`src/rtl/cmd_issue_queue.sv`:
```
// In-order command issue queue with a write-in-flight scoreboard.
// The head command is held while any address it reads or writes still has a write in flight.
module cmd_issue_queue #(
    parameter int DEPTH = 8,
    parameter int CW    = 12
) (
    input  logic                           clk,
    input  logic                           reset,
    input  logic                           in_valid,
    output logic                           in_ready,
    input  logic [CW-1:0]                  in_cmd,
    output logic                           out_valid,
    input  logic                           out_ready,
    output logic [CW-1:0]                  out_cmd,
    input  logic                           wb_valid,
    input  logic [2:0]                     wb_addr,
    output logic [$clog2(DEPTH+1)-1:0]     count,
    output logic                           stall
);
    localparam int AW   = $clog2(DEPTH);
    localparam int CNTW = $clog2(DEPTH+1);

    // Handshake: a transfer happens on a rising edge where valid && ready;
    // in_ready and out_valid depend only on registered state, never on the peer's inputs.

    logic [CW-1:0]   mem_q [DEPTH];
    logic [AW-1:0]   head_q, head_d;
    logic [AW-1:0]   tail_q, tail_d;
    logic [CNTW-1:0] count_q, count_d;
    logic [7:0]      sb_q, sb_d;

    logic          empty, full, push, pop, hazard;
    logic          is_nop, reads_b;
    logic [CW-1:0] head_cmd;
    logic [2:0]    op, a1, a2, a3;

    assign empty    = (count_q == '0);
    assign full     = (count_q == CNTW'(DEPTH));
    assign head_cmd = mem_q[head_q];
    assign op       = head_cmd[11:9];
    assign a1       = head_cmd[8:6];
    assign a2       = head_cmd[5:3];
    assign a3       = head_cmd[2:0];

    // Ops 101..111 are NOPs; NOT (100) reads only addr1.
    assign is_nop  = op[2] & (op[1] | op[0]);
    assign reads_b = ~op[2];

    always_comb begin
        hazard = 1'b0;
        if (!is_nop) begin
            hazard = sb_q[a1] | (reads_b & sb_q[a2]) | sb_q[a3];
        end
    end

    assign in_ready  = ~full;
    assign out_valid = ~empty & ~hazard;
    assign stall     = ~empty & hazard;
    assign out_cmd   = empty ? '0 : head_cmd;
    assign count     = count_q;

    assign push = in_valid & ~full;
    assign pop  = out_valid & out_ready;

    always_comb begin
        head_d  = head_q;
        tail_d  = tail_q;
        count_d = count_q;
        sb_d    = sb_q;
        if (push) tail_d = tail_q + AW'(1);
        if (pop)  head_d = head_q + AW'(1);
        if (push && !pop)      count_d = count_q + CNTW'(1);
        else if (pop && !push) count_d = count_q - CNTW'(1);
        // Clear first so an issue setting the same bit in this cycle wins.
        if (wb_valid)          sb_d[wb_addr] = 1'b0;
        if (pop && !is_nop)    sb_d[a3]      = 1'b1;
    end

    always_ff @(posedge clk or posedge reset) begin
        if (reset) begin
            head_q  <= '0;
            tail_q  <= '0;
            count_q <= '0;
            sb_q    <= '0;
            for (int i = 0; i < DEPTH; i++) mem_q[i] <= '0;
        end else begin
            head_q  <= head_d;
            tail_q  <= tail_d;
            count_q <= count_d;
            sb_q    <= sb_d;
            if (push) mem_q[tail_q] <= in_cmd;
        end
    end
endmodule

```
`config.mk`:
```
export PLATFORM = sky130hd
export DESIGN_NAME = cmd_issue_queue
export DESIGN_NICKNAME = d
export VERILOG_FILES = /design/src/rtl/cmd_issue_queue.sv
export SDC_FILE = /design/constraint.sdc
export NUM_CORES = 1
export LEC_CHECK = 0
export ABC_AREA = 1
export CAP_MARGIN = 0
export CELL_PAD_IN_SITES_DETAIL_PLACEMENT = 0
export CELL_PAD_IN_SITES_GLOBAL_PLACEMENT = 1
export CORE_MARGIN = 4
export CORE_UTILIZATION = 47
export CTS_CLUSTER_DIAMETER = 60
export CTS_CLUSTER_SIZE = 25
export DETAILED_ROUTE_END_ITERATION = 7
export MAX_ROUTING_LAYER = met4
export PLACE_DENSITY_LB_ADDON = 0.1
export SYNTH_ARGS = -nofsm -noshare
export SYNTH_HDL_FRONTEND = slang
export SYNTH_SLANG_ARGS = --single-unit
```
`constraint.sdc`:
```
create_clock -name clk -period 6.98 [get_ports clk]
set_input_delay 1.396 -clock clk [delete_from_list [all_inputs] [get_ports clk]]
set_output_delay 1.396 -clock clk [all_outputs]
set_load 0.1 [all_outputs]
```
After elaboration in Yosys (flattened, before gate mapping) --
Cells that the tools add are included.
Cells by class: equality and inequality tests 1, magnitude comparators 9, mux-type cells 22, add/sub/neg operators 4, bitwise logic cells 18, reductions and logical operators 11
Operators by type and width (number):
- $bwmux 96 | 1
- $mux 12 | 4
- $bmux 12 s3 | 1
- $demux 12 s3 | 1
- $lt 3x4->1 const B | 4
- $mux 8 | 2
- $bmux 1 s3 | 3
- $and 8x8->8 | 1
- $ge 4x4->1 const B | 2
- $mux 4 | 2
- $not 3->4 | 2
- $not 8->8 | 1
- $or 8x8->8 | 1
- $add 3x1->3 const B | 2
- $and 1x1->1 | 6
- $demux 1 s3 | 2
- $ge 3x1->1 const B | 2
- $logic_and 1x1->1 | 6
- $mux 1 | 6
- $add 4x1->4 const B | 1
- $eq 4x4->1 const B | 1
- $logic_not 4->1 | 1
- $lt 4x1->1 const B | 1
- $not 1->1 | 4
- 4 further kinds | 8
Storage, ports and cells: logic and storage cells 77, bits in registers 114, output and inout port bits 19

Depth between registers and ports, before layout --
Gate-level depths: netlist of the first run.
depth in word-level cells 16, mapped depth 23, depth with buffers taken out 22

Worst setup path before layout of the first run --
No wires, ideal clock.
kind register to output, start register count_q[0], in the netlist count[0], end output port out_cmd[10], path slack 2578 ps, arrival time 3006 ps, stages on the path, launching flop included 6, cells stage by stage dfrtp_1 > nor2_1 > nand3_1 > inv_1 > buf_1 > nor2_1
On the way: longest elaborated chain between the ends 2
Ends and longest elaborated chain:
- start, declared | line 29 | logic [CNTW-1:0] count_q, count_d;
- start signal, assigned | line 89 | count_q <= count_d;
- $logic_not 4->1 | line 37 | assign empty = (count_q == '0);
- $mux 12 | line 59 | assign out_cmd = empty ? '0 : head_cmd;
- end, declared | line 14 | output logic [CW-1:0] out_cmd,
Every way passes these cells.

Final worst setup path of the first run --
start register head_q[0], end output port stall
On the way: longest elaborated chain between the ends 11, elaborated cells between the ends (all ways) 18
Ends and longest elaborated chain:
- start, declared | line 27 | logic [AW-1:0] head_q, head_d;
- start signal, assigned | line 81 | head_q <= '0;
- start signal, assigned | line 87 | head_q <= head_d;
- $not 3->4 (implied by the code) (*) | line 39 | assign head_cmd = mem_q[head_q];
- $bmux 12 s3 (*) | line 39
- $mux 12 (implied by the code) (*) (2 in series) | line 39
- $bmux 1 s3 | line 52 | hazard = sb_q[a1] | (reads_b & sb_q[a2]) | sb_q[a3];
- $mux 1 (implied by the code) | line 52
- $and 1x1->1 | line 52
- $or 1x1->1 (2 in series) | line 52
- $mux 1 (*) | line 51 | if (!is_nop) begin
- $and 1x1->1 (*) | line 58 | assign stall = ~empty & hazard;
- end, declared | line 18 | output logic stall
Every way passes the cells marked *; elsewhere a longest branch is shown, timed or not. The select of a mux whose other input is x is not followed.

==> results.yml, run 1 <==
status:
  status: "finished, final reports clean"
cts:
  clock-sinks: 114
  h-tree-depth: 4
  clkLatencyLatePin_ns: 0.41
  clockBufferDepth: 2
  post_cts_buffers: 0
  cts_inserted_buffers: 17
  cts_hold_buffers: 0
  cts_tree: "done"
  clkSlewWorstSetupHoldPaths_ns: 0.05
  root_buffer: "clkbuf_16"
  postCtsResizedCells: 0
floorplanning:
  ios: 39
  core_um2: 12010
  die_w_um: 118.7
  start_util: 0.4791
  rows: 40
  dieArea_um2: 14080
  die-height_um: 118.7
setup_path:
  rr_startpoint: "head_q[0]"
  path_max_fanout: 51
  critPathMaxStageDelay_ns: 1.14
  cp.depth: 15
  r2r_slack_ns: 2.60
  crit_type: "reg -> out"
  reg2reg_depth: 22
  cp-endpoint: "stall"
  cp-startpoint: "head_q[0]"
  slowest_stage: "clkdlybuf4s50_1"
  end_kind: "output port"
  path_delay_family: "buffers and inverters"
  cpMostUsedCell: "nand2_1"
  cp.required_ns: 5.58
  r2r_end: "count[3]"
  critPathBufInv: 3
  start_kind: "register"
  cp.arrival_ns: 4.28
  path_cells: "buf_4 > inv_2 > nand2_1 > nand2_1 > nand2_1 > nand3_1 > nand2_1 > nand2_1 > nand3_1 > nand3_1 > nand2_1 > nor2_1 > o21ai_2 > nor2_1 > clkdlybuf4s50_1"
cells_and_area:
  regArea_um2: 2853
  antennaDiodeCount: 0
  multi_input_area_um2: 2499
  final_layout_size_suffix_gt1_frac: 0.06410
  nFillCells: 1155
  nNetsFinal: 795
  area_growth_pct: 16.39
  finish.utilization: 0.5576
synth:
  ys.flop_type: "dfrtp_1"
  synthesis.nets: 768
  synthTopCellsByArea: "dfrtp_1, nand2_1, o21ai_0, nand3_1, inv_1"
  synth_top_cell_area_share: 0.4958
  yosysSeqAreaShare: 0.4958
  ys_warn_count: 0
  yosys-top-cells-count: "nand2_1, dfrtp_1, o21ai_0"
  ys_ff_latch: 114
  synth_edf_count: 0
  synth_area_per_cell_um2: 7.755
  synthCells: 742
  syn_area_um2: 5754
  synth_most_common_cell: "nand2_1"
  synth.largest_area_cell: "dfrtp_1"
  yosys.cell_types.count: 31
  synthArstFlopShare: 1.000
job:
  max_cap_violations: 0
route:
  avgViaCountPerCell: 5.379
  ant_nets: 0
  drt_first_pass_iters: 5
  wl_per_cell_um: 15.86
  drt-initial-drc-count: 390
  post-route-drc-count: 0
  num_vias: 4986
  totalWireLength_um: 14700
global_route:
  use_met2: 0.3485
  overflow: 0
  grt_busiest_layer: "met2"
  gr-usage-met3: 0.05550
  grt_pass1_vias: 4734
  grt_max_degree: 68
  grt_pass1_wl_um: 24680
  antenna_found_initial: 0
  use_met1: 0.3033
  grt_use_total: 0.2298
timing:
  slew_headroom: 0.1845
  worstMarginPinSlew_ns: 1.220
  rsz0062_at_grt: "false"
  period_share: 0.8133
  timing.fmax_ghz: 0.1762
  drv_slew: 0
  final_hold_viol_count: 0
  finalSetupViolations: 0
  setup_tns_ns: 0
  skew_ns: 0.01158
  hold_ws_ns: 0.4817
  timing.final.crit_period_ns: 5.677
place:
  gp_congestion: 0.8181
  io_buffer_count: 38
  hpwl_um: 9234
worst_hold_path:
  hp-class: "reg -> reg"
[per-stage QoR]
stage / instances / instance area, um2 / setup WS (ns)
finish: 927 / 6698 / 1.303
global route: 927 / 6698 / 0.8947
CTS: 927 / 6698 / 1.300
detailed placement: 897 / 6182 / 1.745
global placement: 897 / 6182 / 1.854
floorplan: 742 / 5754 / 2.568
[logic make-up (layout without fill, tap and decap cells)]
logic type / after synthesis / count (layout) / synth area share
AOI/OAI and AO/OA: 141 / 141 / 0.1355
and+or+nand+nor: 380 / 380 / 0.2753
buffers and inverters: 95 / 133 / 0.07002
adders and majority gates: 6 / 6 / 0.01435
xor gates and xnor gates: 6 / 6 / 0.009132
DFF: 114 / 114 / 0.4958
[state kept, by name, indices dropped and copies added (netlist names)]
signal and cells:
mem_q 96, sb_q 8, count 4, head_q 3, tail_q 3
[cell usage in the layout (no fill, tap or decap), types with 4 or more instances in the layout]
cell             netlist  layout
a21oi_1               10      10
buf_4                  8       7
clkbuf_1              19       5
clkbuf_16              0      17
clkdlybuf4s50_1        0      37
dfrtp_1              114     114
ha_1                   5       5
inv_1                 57      56
nand2_1              250     250
nand3_1               65      65
nand4_1               14      14
nor2_1                42      42
o21ai_0              112     112
o21bai_2               8       8
xor2_1                 4       4
[tightest hold or removal path: cells and delay by family (launching register included)]
kind / cells / cell delay, ns
flip-flops: 1 / 0.34
AO/OA/AOI/OAI: 1 / 0.06
AND/OR/NAND/NOR: 1 / 0.05
[metal layers]
| metal | up-vias | part of all wire | wire, um |
|---|---|---|---|
| li1 | 2472 | - | - |
| met1 | 2354 | 0.46 | 6830 |
| met2 | 137 | 0.46 | 6752 |
| met3 | 23 | 0.058 | 854 |
| met4 | 0 | 0.018 | 263 |
| met5 | - | 0 | 0 |
[final cells by class]
cell class,instances,share of cell area
clock buffer,25,0.07248
clock inverter,5,0.004483
inverter,59,0.03344
multi-input combinational,533,0.3731
sequential,114,0.4259
tap,147,0.02746
timing repair buffer,44,0.06314
[how the worst min path moves through the flow]
stage               from   endpoint  slack [ns]  cells past startpoint
6_report       mem_q[20]  mem_q[20]        0.48                      2
5_1_grt        mem_q[20]  mem_q[20]        0.50                      2
4_1_cts        mem_q[23]  mem_q[23]        0.48                      2
3_5_place_dp   mem_q[23]  mem_q[23]        0.47                      2
3_3_place_gp   mem_q[69]  mem_q[69]        0.46                      2
2_1_floorplan  mem_q[21]  mem_q[21]        0.45                      2
Power of run 1 is left out: the tool's default activity adds up to more than one toggle a clock period on the data nets, which glitch-free logic cannot reach.
==> inputs of run 2 (changes only) <==
--- a/config.mk
+++ b/config.mk
@@ -10,7 +10,7 @@
 export CELL_PAD_IN_SITES_DETAIL_PLACEMENT = 0
 export CELL_PAD_IN_SITES_GLOBAL_PLACEMENT = 1
 export CORE_MARGIN = 4
-export CORE_UTILIZATION = 47
+export CORE_UTILIZATION = 40
 export CTS_CLUSTER_DIAMETER = 60
 export CTS_CLUSTER_SIZE = 25
 export DETAILED_ROUTE_END_ITERATION = 7
==> constraint.sdc (replaced) <==
create_clock -name clk -period 4.8 [get_ports clk]
set_input_delay 0.96 -clock clk [delete_from_list [all_inputs] [get_ports clk]]
set_output_delay 0.96 -clock clk [all_outputs]
set_load 0.1 [all_outputs]
==> run 2 against run 1 <==
  * Design area grew 2.4%
  * Die area up 16%
  * Clock skew down 0.0025 ns
  * Routed wire length increased by 8.0%
  * Setup slack worse by 0.89 ns
  * Critical path type unchanged
  * Critical endpoint is now out_valid
  * Largest cell class unchanged
==> results.yml, run 2 (synthesized netlist as in run 1, its figures left out) <==
setup_path:
  cp-endpoint: "out_valid"
  cp.depth: 10
  r2r_slack_ns: 0.68
  start_kind: "register"
  reg2reg_depth: 18
  critPathBufInv: 2
  rr_startpoint: "head_q[2]"
  cpMostUsedCell: "nand3_1"
  crit_type: "reg -> out"
  path_max_fanout: 21
  cp.required_ns: 3.84
  path_cells: "inv_1 > nand3_1 > nand2_2 > nand3_1 > nand2_1 > nor2_1 > nand3_1 > o21ai_2 > and2_1 > buf_12"
  cp.arrival_ns: 3.43
  slowest_stage: "dfrtp_1"
  path_delay_family: "simple AND/OR/NAND/NOR gates"
  r2r_end: "count[3]"
  critPathMaxStageDelay_ns: 0.94
  cp-startpoint: "head_q[2]"
  end_kind: "output port"
route:
  num_vias: 4958
  drt_first_pass_iters: 5
  wl_per_cell_um: 16.38
  post-route-drc-count: 0
  avgViaCountPerCell: 5.117
  ant_nets: 0
  totalWireLength_um: 15870
  drt-initial-drc-count: 425
timing:
  skew_ns: 0.009106
  timing.fmax_ghz: 0.2280
  finalSetupViolations: 0
  worstMarginPinSlew_ns: 0.9602
  final_hold_viol_count: 0
  slew_headroom: 0.3578
  drv_slew: 0
  timing.final.crit_period_ns: 4.386
  setup_tns_ns: 0
  period_share: 0.9138
  rsz0062_at_grt: "false"
  hold_ws_ns: 0.4783
floorplanning:
  dieArea_um2: 16370
  start_util: 0.4114
  die_w_um: 127.9
  core_um2: 13990
  rows: 43
  ios: 39
  die-height_um: 127.9
cells_and_area:
  finish.utilization: 0.4904
  final_layout_size_suffix_gt1_frac: 0.09379
  nNetsFinal: 803
  multi_input_area_um2: 2499
  largest_reg_flops: 96
  layout.cells.non_filler: 969
  final_cell_mix: "nand2_1, dfrtp_1, o21ai_0"
  nFillCells: 1399
  regMostFlops: "mem_q"
  area_growth_pct: 19.22
  mostFrequentLayoutCell: "nand2_1"
  antennaDiodeCount: 0
  regArea_um2: 2853
place:
  io_buffer_count: 38
  dp.cells: 938
  gp_congestion: 0.9262
  hpwl_um: 10060
cts:
  clkSlewWorstSetupHoldPaths_ns: 0.05
  root_buffer: "clkbuf_16"
  clock-sinks: 114
  postCtsResizedCells: 0
  cts_inserted_buffers: 17
  clkLatencyLatePin_ns: 0.42
  cts_tree: "done"
  clockBufferDepth: 2
  h-tree-depth: 4
  cts_hold_buffers: 0
  post_cts_buffers: 0
global_route:
  antenna_found_initial: 0
  grt_use_total: 0.2109
  grt_max_degree: 51
  grt_pass1_wl_um: 26030
  overflow: 0
  grt_pass1_vias: 4932
worst_hold_path:
  min_from: "mem_q[33]"
  hp-class: "reg -> reg"
job:
  max_cap_violations: 0
status:
  status: "finished, final reports clean"
==> run 2: cell types whose count changed in the layout (fill, tap and decap cells not counted), sizes merged <==
cell and change:
buf +21, clkinv +1, clkdlybuf4s50 -13, clkbuf -4
bufinv +3, inv +1
==> run 2: area by class of cell <==
cell class	instances	share of cell area
multi-input combinational	533	0.3642
clock inverter	10	0.01951
inverter	59	0.03265
tap	180	0.03283
timing repair buffer	52	0.06931
clock buffer	21	0.06566
sequential	114	0.4158
==> run 2: layer usage <==
| metal | track usage | up-vias | wire [um] | share of wire |
|---|---|---|---|---|
| met1 | 0.2787 | 2341 | 7462 | 0.47 |
| met4 | 0.06180 | 0 | 164 | 0.010 |
| met2 | 0.3272 | 120 | 7423 | 0.47 |
| met5 | - | - | 0 | 0 |
| li1 | - | 2482 | - | - |
| met3 | 0.04750 | 15 | 823 | 0.052 |
==> run 2: worst reg2reg max path, stage by stage (launching register included) <==
cell and delay [ns]:
dfrtp_1 0.94, inv_1 0.51, nand3_1 0.25, nand2_2 0.17, nand3_1 0.13, nand2_1 0.06, nor2_1 0.11, nand3_1 0.16
o21ai_2 0.27, nand3_2 0.15, ha_1 0.23, inv_1 0.13, ha_1 0.25, a21o_1 0.18, a21oi_1 0.16, nand2_1 0.07
nand2_1 0.06, nor2_1 0.04, xor2_1 0.13
==> run 2: worst min path at each step <==
stage,endpoint,slack [ns],depth (start not counted)
after detailed placement,mem_q[22],0.47,2
after global routing,mem_q[10],0.50,2
after global placement,mem_q[82],0.46,2
final,mem_q[33],0.48,2
after floorplan,mem_q[21],0.45,2
after CTS,mem_q[22],0.48,2
==> run 2: stage by stage <==
step	area, um2	setup WS [ns]
2_1_floorplan	5754	0.8243
3_3_place_gp	6276	0.8235
3_5_place_dp	6276	0.7970
4_1_cts	6860	0.4521
5_1_grt	6860	0.1574
6_report	6860	0.4139
Power of run 2 is left out for the same reason.
==> inputs of run 3 (changes only) <==
--- a/config.mk
+++ b/config.mk
@@ -16,6 +16,7 @@
 export DETAILED_ROUTE_END_ITERATION = 7
 export MAX_ROUTING_LAYER = met4
 export PLACE_DENSITY_LB_ADDON = 0.1
+export SLEW_MARGIN = 25
 export SYNTH_ARGS = -nofsm -noshare
 export SYNTH_HDL_FRONTEND = slang
 export SYNTH_SLANG_ARGS = --single-unit
==> results of run 3 <==
Same layout as run 2: the final DEF is identical, and so are final timing and power.
Power of run 3 is left out for the same reason.
